File: config.mk
export PLATFORM = sky130hd
export DESIGN_NAME = ram_write_control
export DESIGN_NICKNAME = d
export VERILOG_FILES = /design/src/rtl/ram_write_control_pkg.sv /design/src/rtl/ram_write_control_pos.sv /design/src/rtl/ram_write_control.sv
export SDC_FILE = /design/constraint.sdc
export NUM_CORES = 1
export LEC_CHECK = 0
export CAP_MARGIN = 25
export CORE_MARGIN = 10
export CORE_UTILIZATION = 48
export CTS_BUF_LIST = sky130_fd_sc_hd__clkbuf_16
export DETAILED_ROUTE_END_ITERATION = 12
export PLACE_DENSITY = 0.74
export SLEW_MARGIN = 15
export SYNTH_ARGS = -nofsm -noshare
export SYNTH_HDL_FRONTEND = slang
export SYNTH_SLANG_ARGS = --single-unit
File: constraint.sdc
create_clock -name clk -period 1.95 [get_ports clk]
set_input_delay 0.585 -clock clk [delete_from_list [all_inputs] [get_ports clk]]
set_output_delay 0.585 -clock clk [all_outputs]
set_load 0.02 [all_outputs]
File: src/rtl/ram_write_control_pkg.sv
// Frame geometry and FSM encoding shared by the raster RAM writer and the ROM
// raster read controller.
package ram_write_control_pkg;

  localparam int unsigned RWC_IMG_W  = 250;
  localparam int unsigned RWC_IMG_H  = 114;
  localparam int unsigned RWC_PIXELS = RWC_IMG_W * RWC_IMG_H;

  typedef enum logic {
    ST_IDLE  = 1'b0,
    ST_WRITE = 1'b1
  } wr_state_e;

endpackage

File: src/rtl/ram_write_control_pos.sv
// Column/row tracker holding the raster position of the next pixel to write.
module ram_write_control_pos
  import ram_write_control_pkg::*;
#(
  parameter int unsigned IMG_W = RWC_IMG_W,
  parameter int unsigned IMG_H = RWC_IMG_H,
  parameter int unsigned COL_W = 8,
  parameter int unsigned ROW_W = 7
) (
  input  logic             clk,
  input  logic             rstn,
  input  logic             clr_i,
  input  logic             inc_i,
  input  logic             from_origin_i,
  output logic [COL_W-1:0] col_o,
  output logic [ROW_W-1:0] row_o,
  output logic             last_o
);

  logic [COL_W-1:0] col_q, col_d, col_base;
  logic [ROW_W-1:0] row_q, row_d, row_base;

  // from_origin_i advances from (0,0) rather than the held position, so an
  // SOF pixel leaves the counter pointing at the second pixel of the frame.
  always_comb begin
    col_base = from_origin_i ? '0 : col_q;
    row_base = from_origin_i ? '0 : row_q;
    col_d    = col_q;
    row_d    = row_q;
    if (clr_i) begin
      col_d = '0;
      row_d = '0;
    end else if (inc_i) begin
      if (col_base == COL_W'(IMG_W - 1)) begin
        col_d = '0;
        row_d = row_base + ROW_W'(1);
      end else begin
        col_d = col_base + COL_W'(1);
        row_d = row_base;
      end
    end
  end

  always_ff @(posedge clk or negedge rstn) begin
    if (!rstn) begin
      col_q <= '0;
      row_q <= '0;
    end else begin
      col_q <= col_d;
      row_q <= row_d;
    end
  end

  assign col_o  = col_q;
  assign row_o  = row_q;
  assign last_o = (col_q == COL_W'(IMG_W - 1)) && (row_q == ROW_W'(IMG_H - 1));

endmodule

File: src/rtl/ram_write_control.sv
// Raster frame-buffer writer: stores one pixel per valid cycle at sequential
// RAM addresses, tracks column/row, flags frame completion and SOF resync.
module ram_write_control
  import ram_write_control_pkg::*;
#(
  parameter int unsigned IMG_W  = RWC_IMG_W,
  parameter int unsigned IMG_H  = RWC_IMG_H,
  parameter int unsigned ADDR_W = $clog2(RWC_PIXELS),
  parameter int unsigned DATA_W = 8,
  parameter int unsigned COL_W  = $clog2(RWC_IMG_W),
  parameter int unsigned ROW_W  = $clog2(RWC_IMG_H)
) (
  input  logic              clk,
  input  logic              rstn,
  input  logic              pix_valid,
  input  logic              pix_sof,
  input  logic [DATA_W-1:0] pix_data,
  output logic              ram_wr_en,
  output logic [ADDR_W-1:0] ram_addr,
  output logic [DATA_W-1:0] ram_wdata,
  output logic [COL_W-1:0]  wr_column,
  output logic [ROW_W-1:0]  wr_row,
  output logic              frame_done,
  output logic              sync_err,
  output logic [7:0]        frame_cnt
);

  wr_state_e         state_q, state_d;
  logic [ADDR_W-1:0] addr_q, addr_d;

  logic              wr_en_q;
  logic [ADDR_W-1:0] wr_addr_q;
  logic [DATA_W-1:0] wdata_q;
  logic [COL_W-1:0]  col_q;
  logic [ROW_W-1:0]  row_q;
  logic              done_q;
  logic              err_q;
  logic [7:0]        fcnt_q;

  logic              accept;
  logic              last_pix;
  logic              resync;
  logic              drop;
  logic [ADDR_W-1:0] cur_addr;
  logic [COL_W-1:0]  cur_col;
  logic [ROW_W-1:0]  cur_row;
  logic [COL_W-1:0]  pos_col;
  logic [ROW_W-1:0]  pos_row;
  logic              pos_last;

  ram_write_control_pos #(
    .IMG_W (IMG_W),
    .IMG_H (IMG_H),
    .COL_W (COL_W),
    .ROW_W (ROW_W)
  ) u_pos (
    .clk           (clk),
    .rstn          (rstn),
    .clr_i         (last_pix),
    .inc_i         (accept && !last_pix),
    .from_origin_i (pix_sof),
    .col_o         (pos_col),
    .row_o         (pos_row),
    .last_o        (pos_last)
  );

  always_comb begin
    accept   = pix_valid && (pix_sof || (state_q == ST_WRITE));
    last_pix = pix_valid && !pix_sof && (state_q == ST_WRITE) && pos_last;
    resync   = pix_valid && pix_sof && (state_q == ST_WRITE);
    drop     = pix_valid && !pix_sof && (state_q == ST_IDLE);

    cur_addr = pix_sof ? '0 : addr_q;
    cur_col  = pix_sof ? '0 : pos_col;
    cur_row  = pix_sof ? '0 : pos_row;

    addr_d = addr_q;
    if (last_pix) begin
      addr_d = '0;
    end else if (accept) begin
      addr_d = cur_addr + ADDR_W'(1);
    end

    state_d = state_q;
    if (last_pix) begin
      state_d = ST_IDLE;
    end else if (accept) begin
      state_d = ST_WRITE;
    end
  end

  // Position/data outputs hold their last write between accepted pixels.
  always_ff @(posedge clk or negedge rstn) begin
    if (!rstn) begin
      state_q   <= ST_IDLE;
      addr_q    <= '0;
      wr_en_q   <= 1'b0;
      wr_addr_q <= '0;
      wdata_q   <= '0;
      col_q     <= '0;
      row_q     <= '0;
      done_q    <= 1'b0;
      err_q     <= 1'b0;
      fcnt_q    <= '0;
    end else begin
      state_q <= state_d;
      addr_q  <= addr_d;
      wr_en_q <= accept;
      done_q  <= last_pix;
      err_q   <= resync || drop;
      if (accept) begin
        wr_addr_q <= cur_addr;
        wdata_q   <= pix_data;
        col_q     <= cur_col;
        row_q     <= cur_row;
      end
      if (last_pix) begin
        fcnt_q <= fcnt_q + 8'd1;
      end
    end
  end

  assign ram_wr_en  = wr_en_q;
  assign ram_addr   = wr_addr_q;
  assign ram_wdata  = wdata_q;
  assign wr_column  = col_q;
  assign wr_row     = row_q;
  assign frame_done = done_q;
  assign sync_err   = err_q;
  assign frame_cnt  = fcnt_q;

endmodule

==> out/summary.md <==
The share of synthesized area in the top cell type comes to 53.5%. The number of routed nets with antenna violations is 0. At the placement stage, the worst setup path has a slack of -0.548 ns. The met2 usage in global routing was 28.3%. The total count of max-transition violations in the final report was 0.

Counting the buffers created by CTS gives 9. Internal power of the cells: 3230 uW. For this design, the CTS-stage hold fixing added 0 buffers. The routability congestion estimate from global placement is 0.850. Highest achievable clock rate: 0.521 GHz. For the sequential-to-total area share from yosys stat, the log shows 53.5%. The post-synthesis area per instance is 9.26 um2. By count the netlist is led by sky130_fd_sc_hd__nand2_1, sky130_fd_sc_hd__dfrtp_1, sky130_fd_sc_hd__o21ai_0.

The first TritonRoute pass finished after 4 iterations. During I/O placement, the number of pins put on the boundary was 61. The share of total power dissipated in sequential elements is 42.5%.

For the max-capacitance violation count, the log shows 0. Global routing consumed, on the met3 layer, 6.07% of the routing resources. Across the VDD grid, the largest voltage drop is 0.473 mV.

Net switching share of the total power: 23.9%. After the last flow step, the layout net total stands at 534. The cell area that synthesis handed to floorplanning was 3740 um2. Once placement completed, the tool counted placed cells totaling 598. Clock-pin slew was measured on the worst setup and hold paths at 0.06 ns.

The critical path arrival is 2.14 ns, and the final setup violation count is 0. The part of the power in the clock network was 45.3%. The worst setup path is captured at a flop.

The number of different library cells used by synthesis comes to 51. The tools report the final worst-path setup slack as 0.0295 ns. The tools report the met1 layer usage reported by global route as 20.2%. The tools report the final hold violation count as 0. The type of the worst setup path is flop to flop. Adding up every negative setup slack in the final design gives 0 ns. Wires add up to 9800 um. The run gives 202 as the DRC marker count from the first detailed-route iteration.

After global routing, the most crowded layer is met2. For this run, design rule violations remaining after detail routing come to 0. After global routing the overflow that remains totals 0.

The via density per instance was 5.37. The slew at the pin with the worst max-slew slack is 0.463 ns, and the power per standard cell area is 788 nW/um2. Die area: 11700 um2.

The prevailing post-synth register cell is sky130_fd_sc_hd__dfrtp_1. The count of vias placed by the detailed router is 3363. For this run, asynchronously set or reset flops after synthesis account for 100%. TritonCTS built the clock tree. The first-pass GRT wire length came out at 16300 um. Compared with the post-synthesis result, the final layout area differs by 44.2%. The worst pin sits at a relative slew slack of 69.0%. The run finished with clean final reports.

Synthesis produced a netlist whose cell count is 404. The largest total area in the synthesized netlist belongs to sky130_fd_sc_hd__dfrtp_1. After layout, the minimum clock period comes to 1.92 ns. The worst hold path belongs to the class primary input to async pin. Most common cell in the synthesized netlist: sky130_fd_sc_hd__nand2_1. The count of input and output buffers is 60. The later pin in the worst-skew pair is clocked with a latency of 0.33 ns. The leakage dissipation is 0.00249 uW. The floorplan step defined a core boundary enclosing 7650 um2.

STA classifies the critical path startpoint as a flop. The run gives 17.1% as the global-route usage over all layers. The floorplan die width was 108 um; the row count was 32. The tools report the combinational fraction of design power as 12.2%.

The worst path uses 98.5% of the clock period. The initial antenna violation count came out at 0. Once the floorplan was initialized, standard cells occupied 48.9% of the core. For the maximum level of the CTS H-tree, the log shows 3. The tools report the number of standard cells in the final layout excluding fillers as 626. The clock net in this run drives a total of 80 sinks. Buffer type at the clock tree root: sky130_fd_sc_hd__clkbuf_16.

After routing the design area is 5390 um2. For the worst setup path, the data required time is 2.17 ns. The synthesized design contains 80 register bits. The antenna diode instance count is 0. The logs give 0.00658 ns for the final clock skew and 1020 uW for the net switching power figure.

The highest net fanout along the worst path was 8; the ratio of cells with drive above 1 in the final layout was 21.2%. The number of nets handed over by synthesis was 419. The logs give 0 for the synthesis warning total and 583 for the count of fill cells added during filler insertion. The via count of the first global-routing pass was 3449; the maximum buffer depth of the clock tree was 2. In this run, synthesis inferred 0 flip-flops with an integrated enable. Entering global routing, the biggest net connects 38 pins. The run gives 6930 um as the half-perimeter wire length after detailed placement. The tools report the placed cell area as 4830 um2. Dividing the detail-routed wire length by the instance count gives 15.7 um. Ranked by total cell area, the synthesized netlist is headed by sky130_fd_sc_hd__dfrtp_1, sky130_fd_sc_hd__nand2_1, sky130_fd_sc_hd__o21ai_0, sky130_fd_sc_hd__nand3_1, sky130_fd_sc_hd__a21oi_1. Die boundary height: 108 um. The design draws 4250 uW.
==> sequential cells by signal, summed over array words and instances (netlist names) <==
| name | flops |
|---|---|
| ram_wr_en | 1 |
| frame_done | 1 |
| frame_cnt | 8 |
| state_q | 1 |
| u_pos.col_o | 8 |
| addr_q | 15 |
| u_pos.row_o | 7 |
| ram_addr | 15 |
| ram_wdata | 8 |
| sync_err | 1 |
| wr_row | 7 |
| wr_column | 8 |
==> layer usage <==
layer  wire (um)  up-vias  part of all wire (%)
li1            -     1633                     -
met1        4160     1622                    42
met2        4750       97                    48
met3         798       11                   8.1
met4          97        0                  0.99
met5           0        -                     0
==> critical path: stages, from the launching register on <==
cell	delay, ns
sky130_fd_sc_hd__dfrtp_1	0.39
sky130_fd_sc_hd__or4b_4	0.55
sky130_fd_sc_hd__nor4_4	0.15
sky130_fd_sc_hd__buf_6	0.17
sky130_fd_sc_hd__a21oi_4	0.09
sky130_fd_sc_hd__and3_1	0.20
sky130_fd_sc_hd__a221o_1	0.25
==> area by class of cell <==
class                      count  area (um2)  area share, %
clock inverter                 7         120           2.23
clock buffer                   9         225           4.18
inverter                      11        41.3          0.766
multi-input combinational    293        1760           32.6
tap                          102         128           2.37
timing repair buffer         124        1120           20.7
sequential                    80        2000           37.1
==> stage by stage <==
step	hold slack, ns	utilization [%]
2_1_floorplan	0.289	-
3_3_place_gp	0.457	63.1
3_5_place_dp	0.462	63.1
4_1_cts	0.188	69.8
5_1_grt	0.204	70.5
6_report	0.172	70.5
==> power groups by stage <==
stage,sequential (uW),clock (uW),combinational (uW)
after floorplan,1880,0,164
after global placement,1820,0,478
after detailed placement,1830,0,494
after CTS,1800,1960,519
after global routing,1820,2020,571
final,1810,1920,519
==> cells in the final DEF (no fill, tap or decap), types with 5 or more instances in the layout <==
| cell type | Yosys | routed |
|---|---|---|
| sky130_fd_sc_hd__a21oi_1 | 13 | 13 |
| sky130_fd_sc_hd__clkdlybuf4s50_1 | 0 | 52 |
| sky130_fd_sc_hd__buf_4 | 0 | 58 |
| sky130_fd_sc_hd__nor3_1 | 8 | 7 |
| sky130_fd_sc_hd__dfrtp_1 | 80 | 79 |
| sky130_fd_sc_hd__or3_1 | 10 | 10 |
| sky130_fd_sc_hd__dlygate4sd2_1 | 0 | 5 |
| sky130_fd_sc_hd__xnor2_1 | 5 | 5 |
| sky130_fd_sc_hd__nand3_1 | 25 | 23 |
| sky130_fd_sc_hd__inv_1 | 10 | 10 |
| sky130_fd_sc_hd__and3_1 | 5 | 5 |
| sky130_fd_sc_hd__nor2_1 | 7 | 6 |
| sky130_fd_sc_hd__clkbuf_16 | 0 | 9 |
| sky130_fd_sc_hd__o21ai_0 | 38 | 36 |
| sky130_fd_sc_hd__nand4_1 | 9 | 9 |
| sky130_fd_sc_hd__nand2_1 | 116 | 116 |
==> timing repair <==
item                       CTS  global route
buffers inserted            10             2
resized for setup           28            14
setup endpoints to repair   68            31
pin swaps                   11            10
==> kinds of logic after synthesis <==
family | count (synthesis) | synth area share (%)
and+or+nand+nor | 208 | 28.2
DFF | 80 | 53.5
AOI/OAI and AO/OA | 70 | 11.0
buffers and inverters | 31 | 3.18
xor gates and xnor gates | 8 | 1.87
muxes | 4 | 1.20
adders and majority gates | 3 | 1.00
==> path summary, 6_finish.rpt <==
kind                                              end  depth (start not counted)  slack, ns                        from
min                        u_pos.col_o[5]$_DFFE_PN0P_                          1       0.17                        rstn
min reg2reg                  frame_cnt[7]$_DFFE_PN0N_                          1       0.47    frame_cnt[7]$_DFFE_PN0N_
max                             addr_q[9]$_DFFE_PN0P_                          6       0.03  u_pos.row_o[3]$_DFFE_PN0P_
max reg2reg                     addr_q[9]$_DFFE_PN0P_                          6       0.03  u_pos.row_o[3]$_DFFE_PN0P_
max in group asynchronous       addr_q[0]$_DFFE_PN0P_                          2       1.29                        rstn
min in group clk             frame_cnt[7]$_DFFE_PN0N_                          1       0.47    frame_cnt[7]$_DFFE_PN0N_
Power figures use the tool's default switching activity.
